--- src/rtl/alu_issue_sequencer_pkg.sv ---
// Shared types and constants for the ALU issue sequencer slice.
package alu_issue_sequencer_pkg;

  localparam int NREQ     = 2;
  localparam int OPW      = 6;
  localparam int OP_S_BIT = 4;  // opcode bit requesting a PSR update
  localparam int OP_X_BIT = 3;  // opcode bit selecting PSR.C as carry-in

  localparam int FLG_N = 3;
  localparam int FLG_Z = 2;
  localparam int FLG_V = 1;
  localparam int FLG_C = 0;

  typedef enum logic [1:0] {
    ST_IDLE = 2'd0,
    ST_EXEC = 2'd1,
    ST_RESP = 2'd2
  } state_e;

  // Carry-in for the shared ALU: only carry-using opcodes see PSR.C.
  function automatic logic carry_in(input logic [OPW-1:0] op, input logic [3:0] nzvc);
    return op[OP_X_BIT] ? nzvc[FLG_C] : 1'b0;
  endfunction

endpackage

--- src/rtl/alu_issue_sequencer_if.sv ---
// Requester and response handshake bundle for the ALU issue sequencer.
interface alu_issue_sequencer_if #(
  parameter int DW = 32
);
  import alu_issue_sequencer_pkg::*;

  logic [NREQ-1:0]     req_valid;
  logic [NREQ-1:0]     req_ready;
  logic [NREQ*DW-1:0]  req_a;
  logic [NREQ*DW-1:0]  req_b;
  logic [NREQ*OPW-1:0] req_op;
  logic                rsp_valid;
  logic                rsp_ready;
  logic                rsp_id;
  logic [DW-1:0]       rsp_result;

  // Requester/consumer side.
  modport master (
    output req_valid, req_a, req_b, req_op, rsp_ready,
    input  req_ready, rsp_valid, rsp_id, rsp_result
  );

  // Sequencer side.
  modport slave (
    input  req_valid, req_a, req_b, req_op, rsp_ready,
    output req_ready, rsp_valid, rsp_id, rsp_result
  );

endinterface

--- src/rtl/alu_issue_sequencer_rr_arb2.sv ---
// Two-way round-robin arbiter; the pointer moves past whoever was granted.
module alu_issue_sequencer_rr_arb2 (
  input  logic       clk,
  input  logic       rst_n,
  input  logic [1:0] req,
  input  logic       advance,
  output logic [1:0] gnt
);

  logic prio_q;  // 0: requester 0 wins a tie, 1: requester 1 wins a tie
  logic prio_d;

  // Lone requester always wins; ties resolved by the pointer.
  always_comb begin
    gnt    = req;
    prio_d = prio_q;
    if (req == 2'b11) begin
      gnt = prio_q ? 2'b10 : 2'b01;
    end
    if (advance && (gnt != 2'b00)) begin
      prio_d = gnt[0];
    end
  end

  // Pointer register.
  always_ff @(posedge clk or negedge rst_n) begin
    if (!rst_n) begin
      prio_q <= 1'b0;
    end else begin
      prio_q <= prio_d;
    end
  end

endmodule

--- src/rtl/alu_issue_sequencer.sv ---
// Shares one combinational ALU between two requesters and owns the PSR flags.
module alu_issue_sequencer
  import alu_issue_sequencer_pkg::*;
#(
  parameter int DW      = 32,
  parameter int ALU_LAT = 1
) (
  input  logic                  clk,
  input  logic                  rst_n,
  alu_issue_sequencer_if.slave  bus,
  output logic [DW-1:0]         alu_a,
  output logic [DW-1:0]         alu_b,
  output logic [OPW-1:0]        alu_op,
  output logic                  alu_cin,
  input  logic [DW-1:0]         alu_result,
  input  logic                  alu_n,
  input  logic                  alu_z,
  input  logic                  alu_v,
  input  logic                  alu_c,
  input  logic                  psr_we,
  input  logic [3:0]            psr_wdata,
  output logic [3:0]            psr_nzvc,
  output logic                  busy
);

  if ((ALU_LAT < 1) || (ALU_LAT > 15)) begin : g_bad_lat
    $error("alu_issue_sequencer: ALU_LAT must be within 1..15");
  end
  if (DW != 32) begin : g_bad_dw
    $error("alu_issue_sequencer: only a 32-bit datapath is supported");
  end

  localparam logic [3:0] CNT_LOAD = 4'(ALU_LAT - 1);

  state_e         state_q, state_d;
  logic [3:0]     cnt_q, cnt_d;
  logic [DW-1:0]  a_q, b_q, result_q;
  logic [OPW-1:0] op_q;
  logic           cin_q, id_q;
  logic [3:0]     psr_q;
  logic [3:0]     alu_flags;
  logic [1:0]     gnt;
  logic           gnt_id;
  logic           take, capture;

  logic [DW-1:0]  a_arr  [NREQ];
  logic [DW-1:0]  b_arr  [NREQ];
  logic [OPW-1:0] op_arr [NREQ];

  genvar gi;
  for (gi = 0; gi < NREQ; gi++) begin : g_unpack
    assign a_arr[gi]  = bus.req_a[gi*DW +: DW];
    assign b_arr[gi]  = bus.req_b[gi*DW +: DW];
    assign op_arr[gi] = bus.req_op[gi*OPW +: OPW];
  end

  assign gnt_id = gnt[1];

  alu_issue_sequencer_rr_arb2 u_arb (
    .clk     (clk),
    .rst_n   (rst_n),
    .req     (bus.req_valid),
    .advance (take),
    .gnt     (gnt)
  );

  // Next-state logic: accept in IDLE, count down in EXEC, wait for consumer in RESP.
  always_comb begin
    state_d = state_q;
    cnt_d   = cnt_q;
    take    = 1'b0;
    capture = 1'b0;
    case (state_q)
      ST_IDLE: begin
        if (|bus.req_valid) begin
          take    = 1'b1;
          cnt_d   = CNT_LOAD;
          state_d = ST_EXEC;
        end
      end
      ST_EXEC: begin
        if (cnt_q == 4'd0) begin
          capture = 1'b1;
          state_d = ST_RESP;
        end else begin
          cnt_d = cnt_q - 4'd1;
        end
      end
      ST_RESP: begin
        if (bus.rsp_ready) begin
          state_d = ST_IDLE;
        end
      end
      default: state_d = ST_IDLE;
    endcase
  end

  // State and hold counter.
  always_ff @(posedge clk or negedge rst_n) begin
    if (!rst_n) begin
      state_q <= ST_IDLE;
      cnt_q   <= 4'd0;
    end else begin
      state_q <= state_d;
      cnt_q   <= cnt_d;
    end
  end

  // Operand latch at grant; carry-in frozen here so later PSR writes cannot disturb it.
  always_ff @(posedge clk or negedge rst_n) begin
    if (!rst_n) begin
      a_q   <= '0;
      b_q   <= '0;
      op_q  <= '0;
      cin_q <= 1'b0;
      id_q  <= 1'b0;
    end else if (take) begin
      a_q   <= a_arr[gnt_id];
      b_q   <= b_arr[gnt_id];
      op_q  <= op_arr[gnt_id];
      cin_q <= carry_in(op_arr[gnt_id], psr_q);
      id_q  <= gnt_id;
    end
  end

  // Result capture at the end of the hold window.
  always_ff @(posedge clk or negedge rst_n) begin
    if (!rst_n) begin
      result_q <= '0;
    end else if (capture) begin
      result_q <= alu_result;
    end
  end

  always_comb begin
    alu_flags        = 4'b0000;
    alu_flags[FLG_N] = alu_n;
    alu_flags[FLG_Z] = alu_z;
    alu_flags[FLG_V] = alu_v;
    alu_flags[FLG_C] = alu_c;
  end

  // PSR: S-bit capture beats a coincident software write.
  always_ff @(posedge clk or negedge rst_n) begin
    if (!rst_n) begin
      psr_q <= 4'b0000;
    end else if (capture && op_q[OP_S_BIT]) begin
      psr_q <= alu_flags;
    end else if (psr_we) begin
      psr_q <= psr_wdata;
    end
  end

  // Grants only in IDLE and never while reset is asserted.
  assign bus.req_ready  = ((state_q == ST_IDLE) && rst_n) ? gnt : 2'b00;
  assign bus.rsp_valid  = (state_q == ST_RESP);
  assign bus.rsp_id     = id_q;
  assign bus.rsp_result = result_q;
  assign alu_a          = a_q;
  assign alu_b          = b_q;
  assign alu_op         = op_q;
  assign alu_cin        = cin_q;
  assign psr_nzvc       = psr_q;
  assign busy           = (state_q != ST_IDLE);

endmodule
--- src/flat_wrapper.sv ---
// flat-port wrapper written by rule: the top's interface ports become plain ports
module alu_issue_sequencer_flat import alu_issue_sequencer_pkg::*;
#(
  parameter int DW      = 32,
  parameter int ALU_LAT = 1
)
  (clk, rst_n, alu_a, alu_b, alu_op, alu_cin, alu_result, alu_n, alu_z, alu_v, alu_c, psr_we, psr_wdata, psr_nzvc, busy, bus_req_valid, bus_req_a, bus_req_b, bus_req_op, bus_rsp_ready, bus_req_ready, bus_rsp_valid, bus_rsp_id, bus_rsp_result);
  alu_issue_sequencer_if #(.DW(DW)) bus_i ();
  input  logic clk;
  input  logic rst_n;
  output logic [DW-1:0] alu_a;
  output logic [DW-1:0] alu_b;
  output logic [OPW-1:0] alu_op;
  output logic alu_cin;
  input  logic [DW-1:0] alu_result;
  input  logic alu_n;
  input  logic alu_z;
  input  logic alu_v;
  input  logic alu_c;
  input  logic psr_we;
  input  logic [3:0] psr_wdata;
  output logic [3:0] psr_nzvc;
  output logic busy;
  input wire logic [$bits(bus_i.req_valid)-1:0] bus_req_valid;
  input wire logic [$bits(bus_i.req_a)-1:0] bus_req_a;
  input wire logic [$bits(bus_i.req_b)-1:0] bus_req_b;
  input wire logic [$bits(bus_i.req_op)-1:0] bus_req_op;
  input wire logic [$bits(bus_i.rsp_ready)-1:0] bus_rsp_ready;
  output wire logic [$bits(bus_i.req_ready)-1:0] bus_req_ready;
  output wire logic [$bits(bus_i.rsp_valid)-1:0] bus_rsp_valid;
  output wire logic [$bits(bus_i.rsp_id)-1:0] bus_rsp_id;
  output wire logic [$bits(bus_i.rsp_result)-1:0] bus_rsp_result;
  assign bus_i.req_valid = bus_req_valid;
  assign bus_i.req_a = bus_req_a;
  assign bus_i.req_b = bus_req_b;
  assign bus_i.req_op = bus_req_op;
  assign bus_i.rsp_ready = bus_rsp_ready;
  assign bus_req_ready = bus_i.req_ready;
  assign bus_rsp_valid = bus_i.rsp_valid;
  assign bus_rsp_id = bus_i.rsp_id;
  assign bus_rsp_result = bus_i.rsp_result;
  alu_issue_sequencer #(.DW(DW), .ALU_LAT(ALU_LAT)) u_core (.clk(clk), .rst_n(rst_n), .bus(bus_i), .alu_a(alu_a), .alu_b(alu_b), .alu_op(alu_op), .alu_cin(alu_cin), .alu_result(alu_result), .alu_n(alu_n), .alu_z(alu_z), .alu_v(alu_v), .alu_c(alu_c), .psr_we(psr_we), .psr_wdata(psr_wdata), .psr_nzvc(psr_nzvc), .busy(busy));
endmodule
--- config.mk ---
export PLATFORM = sky130hd
export DESIGN_NAME = alu_issue_sequencer_flat
export DESIGN_NICKNAME = d
export VERILOG_FILES = /design/src/rtl/alu_issue_sequencer_pkg.sv /design/src/rtl/alu_issue_sequencer_if.sv /design/src/rtl/alu_issue_sequencer_rr_arb2.sv /design/src/rtl/alu_issue_sequencer.sv /design/src/flat_wrapper.sv
export SDC_FILE = /design/constraint.sdc
export NUM_CORES = 1
export LEC_CHECK = 0
export ABC_AREA = 0
export CAP_MARGIN = 20
export CORE_MARGIN = 5
export CORE_UTILIZATION = 41
export DETAILED_ROUTE_END_ITERATION = 8
export PLACE_DENSITY = 0.95
export SLEW_MARGIN = 25
export SYNTH_ARGS = -nofsm -noshare
export SYNTH_HDL_FRONTEND = slang
export SYNTH_SLANG_ARGS = --single-unit
export TNS_END_PERCENT = 10
--- constraint.sdc ---
create_clock -name clk -period 2.49 [get_ports clk]
set_input_delay 0.498 -clock clk [delete_from_list [all_inputs] [get_ports clk]]
set_output_delay 0.498 -clock clk [all_outputs]
set_load 0.02 [all_outputs]
# Word level (Yosys, flattened, before mapping)
# Index checks and enable logic that the tools add are counted.
[word_totals]
regBits = 115
inputBits = 186
elab_cells = 58
[classes]
n_addsub = 1
bitwise = 1
order_cmp = 1
mux = 26
reduce_logical = 12
n_eq_ne = 7
[op_table]
columns = ["operator", "count"]
rows = [
  ["$mux W32", 6],
  ["$mux W6", 3],
  ["$mux W4", 4],
  ["$mux W2", 6],
  ["$pmux W4 S2", 1],
  ["$reduce_bool A2 Y1", 4],
  ["$pmux W2 S3", 1],
  ["$reduce_and A3 Y1", 2],
  ["$mux W1", 5],
  ["$eq A2 B2 Y1 const B", 2],
  ["$logic_not A4 Y1", 1],
  ["$ne A2 B1 Y1 const B", 2],
  ["$ne A2 B2 Y1 const B", 2],
  ["$sub A4 B1 Y4 const B", 1],
  ["$logic_and A1 B1 Y1", 3],
  ["$eq A2 B1 Y1 const B", 1],
  ["$ge A2 B2 Y1 const B", 1],
  ["$logic_not A2 Y1", 1],
  ["$not A1 Y2", 1],
  ["$reduce_or A2 Y1", 1],
]

# Longest topological paths before layout
[depth]
word_depth = 7
mapped_depth = 6
mapped_depth_nobuf = 6

# Hierarchy
# From an unflattened synthesis, not the netlist that was laid out.
[unflattened]
hier_cells = 443
area_unflattened_um2 = 5286.3
[modules_own_cells]
columns = ["module", "area_each_um2", "instances", "cells_per_inst", "seq_area_each_um2"]
rows = [
  ["alu_issue_sequencer", 5231.3, 1, 437, 2852.7],
  ["alu_issue_sequencer_rr_arb2", 55.1, 1, 6, 25.0],
]

# Worst setup path after synthesis
# Ideal clock, no wire load.
[synth_path]
path_kind = "register -> output"
from = "register u_core.state_q[1]"
to = "output bus_req_ready[0]"
arrival_ns = 1.373
setup_slack_ns = 0.619
stages_incl_launch_ff = 4
cell_sequence = "dfrtp_1 nor2_1 nand2_1 a211oi_1"
[synth_between]
elab_chain_len = 3
[synth_rtl]
columns = ["item", "line_no", "text"]
rows = [
  ["start: declaration", "alu_issue_sequencer.sv:35", "state_e state_q, state_d;"],
  ["start signal: assignment", "alu_issue_sequencer.sv:104", "state_q <= state_d;"],
  ["$logic_not A2 Y1", "alu_issue_sequencer.sv:155", "assign bus.req_ready = ((state_q == ST_IDLE) && rst_n) ? gnt : 2'b00;"],
  ["$logic_and A1 B1 Y1", "alu_issue_sequencer.sv:155", ""],
  ["$mux W2", "alu_issue_sequencer.sv:155", ""],
  ["end: declaration", "flat_wrapper.sv:29", "output wire logic [$bits(bus_i.req_ready)-1:0] bus_req_ready;"],
]
# Every way passes these cells.

# Worst setup path after layout
[layout_path]
from = "register u_core.state_q[1]"
to = "output busy"
[layout_between]
elab_chain_len = 1
[layout_rtl]
columns = ["item", "line_no", "text"]
rows = [
  ["$reduce_bool A2 Y1", "alu_issue_sequencer.sv:164", "assign busy = (state_q != ST_IDLE);"],
  ["end: declaration", "flat_wrapper.sv:23", "output logic busy;"],
]
# Every way passes these cells.

==> results.ini <==
[flow_run]
cap_violations=0

[layout]
stdcell_count=919
finalNetCount=922
antennaDiodeCount=0
area.growth.synth_to_final_pct=72.7
drive_gt1_frac=0.107
fill_cells=904
final_area_sq_um=8970

[setup_path]
rrSetupSlack_ps=510
crit_start=u_core.state_q[1]
required_ps=1990
path_class=flop to primary output
worstPathMaxFanout=5
cp-end-kind=primary output
r2r-start=u_core.state_q[0]
start_kind=flop
endpoint=busy
cp_data_arrival_time_ps=1830
worst_r2r_path_depth=3
r2r_end=u_core.bus.rsp_result[19]

[pwr]
ir_drop_mv=0.664
finalPower_mw=11.6
p_per_area_nw_per_um2=1300
p_leak_nw=4.14

[floorplan]
core-area_sq_um=12500
rows=41
initial_core_util=0.415
die_w_um=123
ios=298
die_h_um=123
dieArea_sq_um=15000

[yosys]
synthCells=437
syn_area_sq_um=5190
yosys.area.top_type=dfrtp_1
ys_top_cells_by_count=dfrtp_1, mux2i_1, nand2_1
synth.net_count=625
yosysSeqAreaShare=0.554
synth_most_common_cell=dfrtp_1
yosysTopAreaCellShare=0.554
ys_warn_count=0
synth-async-reset-ratio=1.00
ys_ff_latch=115
synth_flop_cell=dfrtp_1
avgSynthCellArea_sq_um=11.9
synth_cell_types=32
synth_area_leaders=dfrtp_1, mux2i_1, mux2_4
synth_edf_count=0

[timing]
hold_viol_final=0
fin_tns_setup_ps=0
worstMarginPinSlew_ps=811
slew_viol_final=0
setup_violations=0
rsz0062_at_grt=false
clock_skew_ps=7.15
slew_headroom=0.459
layout_setup_ws_ps=159
post-route-min-period_ps=2330
post-route-period-util=0.936
fmax_mhz=429

[routing]
drtPass1Iterations=4
detail_route.wl_per_cell_um=18.5
routed.top_layer=met4
wl_met1_mm=5.80
vias=4538
wirelength_mm=17.0
first_iter_violations=242
drt-vias-per-instance=4.94
ant_nets=0
dr_wl_met2_mm=8.98
dr_wl_met3_mm=1.41
drc=0

[clock_tree]
ctsHoldBuffers=0
clk_pin_slew_worst_paths_ps=50
root_buffer=clkbuf_16
cts_tree=yes
numCtsBuffers=17
cts_sinks=115
h-tree-depth=4
clockBufferDepth=2
clkLatencyLatePin_ps=410

[place]
dp_cells=887
port_buffers=297
hpwlAfterDp_mm=12.9
placed_cell_area_sq_um=8290
dp_slack_ps=94.7
gp_congestion=0.833

[global_routing]
grt_pass1_vias=5000
grt_max_degree=98
grt_remaining_overflow=0
grt_antenna_before_repair=0
grt_first_pass_wirelength_mm=25.9
track_usage=0.228

[min_path]
min_path_type=input pin to asynchronous set/reset pin

[status]
status=finished clean

metrics by stage:
step | hold WS (ps) | utilization
6_report | 255 | 0.716
5_1_grt | 319 | 0.716
4_1_cts | 274 | 0.716
3_5_place_dp | 470 | 0.662
3_3_place_gp | 461 | 0.662
2_1_floorplan | 202 | -
placed cells by master (no fill, tap or decap), types with 2 or more instances in the layout:
master and count:
nor2_1 6, o21ai_0 61, dfrtp_1 115, buf_12 2
clkinv_2 3, buf_4 7, nand2b_1 2, nand2_1 75
o21ai_1 13, clkbuf_16 17, inv_1 5, bufinv_16 5
mux2i_1 75, clkbuf_8 5, mux2_4 29, nand3_1 2
o21ai_4 2, clkdlybuf4s50_1 294, ha_1 2, mux2_2 3
a21oi_1 6
critical path, cell delays in order, from the launching register on:
cell and delay (ps):
dfrtp_1 470, nor2_2 90, buf_4 170, inv_1 70, clkdlybuf4s50_1 620
cells by family (layout without fill, tap and decap cells):
kind of cell | after synthesis | count (layout) | synth area share
adders and majority gates | 2 | 2 | 0.00482
and+or+nand+nor | 94 | 94 | 0.0790
DFF | 115 | 115 | 0.554
muxes | 107 | 107 | 0.235
buffers and inverters | 32 | 342 | 0.0402
AOI/OAI and AO/OA | 87 | 87 | 0.0868
worst min-delay path by stage:
stage                      from  cells after the start                   endpoint  slack [ps]
3_3_place_gp    u_core.alu_b[8]                      2            u_core.alu_b[8]         460
4_1_cts                   rst_n                      2  u_core.bus.rsp_result[24]         270
3_5_place_dp   u_core.alu_a[23]                      2           u_core.alu_a[23]         470
5_1_grt                   rst_n                      2           u_core.alu_a[29]         320
6_report                  rst_n                      2           u_core.alu_a[29]         260
2_1_floorplan             rst_n                      0            u_core.alu_a[0]         200
sequential cells by signal, indices dropped and copies added, names as in the netlist:
name / cells
u_core.bus.rsp_result: 32
u_core.alu_b: 32
u_core.alu_a: 32
u_core.alu_op: 6
u_core.psr_nzvc: 4
u_core.cnt_q: 4
u_core.state_q: 2
u_core.alu_cin: 1
u_core.bus.rsp_id: 1
u_core.u_arb.prio_q: 1
report_power, final:
part	leakage (nW)	switching (mW)	internal, mW	total, mW
Clock	0.329	0.826	1.90	2.73
Combinational	2.41	2.75	2.79	5.55
Sequential	1.40	0.562	2.80	3.36
Total	4.14	4.14	7.49	11.6
routing by layer:
metal  GRT usage  vias up
met5           0        -
met4       0.129        0
met3      0.0760       53
met2       0.409      218
met1       0.230     2153
li1            -     2114
repair_timing:
action / in CTS / in global routing
setup buffers: 0 / 0
pin swaps: 0 / 0
resized for setup: 1 / 2
setup endpoints to repair: 1 / 1
cloned: 0 / 0
layout make-up:
class / count / area (sq um) / share of cell area
sequential: 115 / 2880 / 0.321
clock inverter: 9 / 173 / 0.0193
inverter: 5 / 18.8 / 0.00209
timing repair buffer: 305 / 3060 / 0.341
multi-input combinational: 290 / 2130 / 0.237
tap: 172 / 215 / 0.0240
clock buffer: 23 / 498 / 0.0555
Note: power is estimated with default switching activity, not from simulation.
==> RTL change: new RTL, config.mk and constraints unchanged <==
Re-encode `state_e` (3 states) as one-hot, 3 bits wide.
--- a/src/rtl/alu_issue_sequencer_pkg.sv
+++ b/src/rtl/alu_issue_sequencer_pkg.sv
@@ -11,10 +11,10 @@
   localparam int FLG_V = 1;
   localparam int FLG_C = 0;
 
-  typedef enum logic [1:0] {
-    ST_IDLE = 2'd0,
-    ST_EXEC = 2'd1,
-    ST_RESP = 2'd2
+  typedef enum logic [2:0] {
+    ST_IDLE = 3'b001,
+    ST_EXEC = 3'b010,
+    ST_RESP = 3'b100
   } state_e;
 
   // Carry-in for the shared ALU: only carry-using opcodes see PSR.C.
Function: same outputs for any inputs over 10 cycles, from zero or initial values and one cycle with rst_n low; not proved beyond that.
==> RTL change against the original RTL <==
Synthesized area increased by 0.53%. Worst setup slack got worse by 0.053 ns. Wire length decreased by 0.85%. Synthesized cell count is 0.92% higher. Via count decreased by 0.77%. Sequential share of layout area rose by 0.42 points. Register-to-register slack got worse by 0.12 ns. Critical path depth stayed put. Power is 0.72% lower. Design area down 0.40%. Sequential cell count is 1 higher. Fmax shrank 2.2%.
==> RTL change: results (changes against the original RTL) <==
Status = completed (unchanged)
Setup Slack @ Placement = 0.0571 ns (was 0.0947 ns)
Gr usage total = 21.7% (was 22.8%)
Cells after Synth = 441 (was 437)
Critical path peak fanout = 4 (was 5)
Placed insts = 890 (was 887)
Met3 GRT Util = 6.27% (was 7.60%)
Crit-path leading delay family = flip-flops (was buffers and inverters)
Vias in the first global route = 5028 (was 5000)
Routability congestion estimate = 0.799 (was 0.833)
Max incr delay on CP = 0.57 ns (was 0.62 ns)
Post-Synth Adder-Cell Area = 0.240% (was 0.482%)
Drt first-iter violations = 285 (was 242)
Post-synth top cells = 115 x dfrtp_1, 75 x nand2_1, 74 x mux2i_1 (was 115 x dfrtp_1, 75 x mux2i_1, 75 x nand2_1)
Period utilization = 95.8% (was 93.6%)
Count of cell types in the netlist = 30 (was 32)
LEAKAGE = 4.09 nW (was 4.14 nW)
Met2 Use GR = 38.9% (was 40.9%)
Avg WL per Cell = 18.3 um (was 18.5 um)
Worst Reg2Reg Path Length in Cells = 5 (was 3)
Largest net degree at the start of global routing = 75 (was 98)
DP HPWL = 12.8 mm (was 12.9 mm)
Compound-Gate Fraction of Synth Area = 9.11% (was 8.67%)
Post-synthesis mux area share = 23.2% (was 23.5%)
Met1 Usage GRT = 22.9% (was 23.0%)
Seq/Total Area, Yosys = 55.6% (was 55.4%)
First-pass GRT wire length = 25.1 mm (was 25.9 mm)
Initial antenna violation count = 1 (was 0)
Layout cells sized above 1 = 10.1% (was 10.7%)
[RTL change: cell count changes after synthesis, moves of 2 or more]
cell | unedited run | this run
o21ai_1 | 14 | 12
o21ai_0 | 61 | 64
o31ai_1 | 0 | 3
buf_2 | 8 | 3
clkbuf_1 | 7 | 10
buf_4 | 1 | 7
buf_6 | 10 | 7
[RTL change: through the flow]
| step | util, % | cell area [sq um] |
|---|---|---|
| 2_1_floorplan | - | 5220 |
| 3_3_place_gp | 66.3 | 8330 |
| 3_5_place_dp | 66.3 | 8330 |
| 4_1_cts | 71.0 | 8920 |
| 5_1_grt | 71.1 | 8930 |
| 6_report | 71.1 | 8930 |
[RTL change: area by class of cell]
cell class	instances	area, sq um
clock inverters	9	129
repair buffers	305	3070
inverters	6	22.5
diodes	1	2.50
multi-input cells	291	2120
well taps	172	215
fillers	850	3640
clock buffers	22	464
flip-flops and latches	116	2900
[RTL change: power groups by stage]
stage	sequential [mW]	clock, mW	combinational, mW
after global routing	3.53	2.56	6.09
final	3.42	2.44	5.69
after CTS	3.41	2.48	5.78
after detailed placement	3.42	0	5.74
after global placement	3.35	0	5.56
after floorplan	4.40	0	2.10
[RTL change: repair_timing]
action / 4_1_cts / 5_1_grt
gates resized for setup: 2 / 1
buffers inserted: 0 / 0
hold endpoints to repair: 0 / 0
setup endpoints to repair: 2 / 1
pin swaps: 0 / 0
[RTL change: worst paths after layout]
check,start,endpoint,slack (ns)
hold / removal,rst_n,u_core.alu_a[7],0.25
setup reg to reg,u_core.cnt_q[1],u_core.bus.rsp_result[7],0.39
max in group asynchronous,rst_n,u_core.alu_a[18],0.96
min in group clk,u_core.alu_a[4],u_core.alu_a[4],0.48
setup / recovery,u_core.state_q[0],bus_req_ready[0],0.11
hold reg to reg,u_core.alu_a[4],u_core.alu_a[4],0.48
[RTL change: layer usage]
layer,part of all wire (%),vias up
met5,0,-
met4,4.2,0
met3,7.8,43
met2,53,198
met1,35,2141
li1,-,2121
[RTL change: cell families (layout without fill, tap and decap cells)]
family / after synthesis / after routing
flops: 116 / 116
mux: 106 / 106
simple gates: 93 / 93
compound gates: 91 / 91
buf+inv: 34 / 342
fa+ha+maj: 1 / 1
other cells: 0 / 1
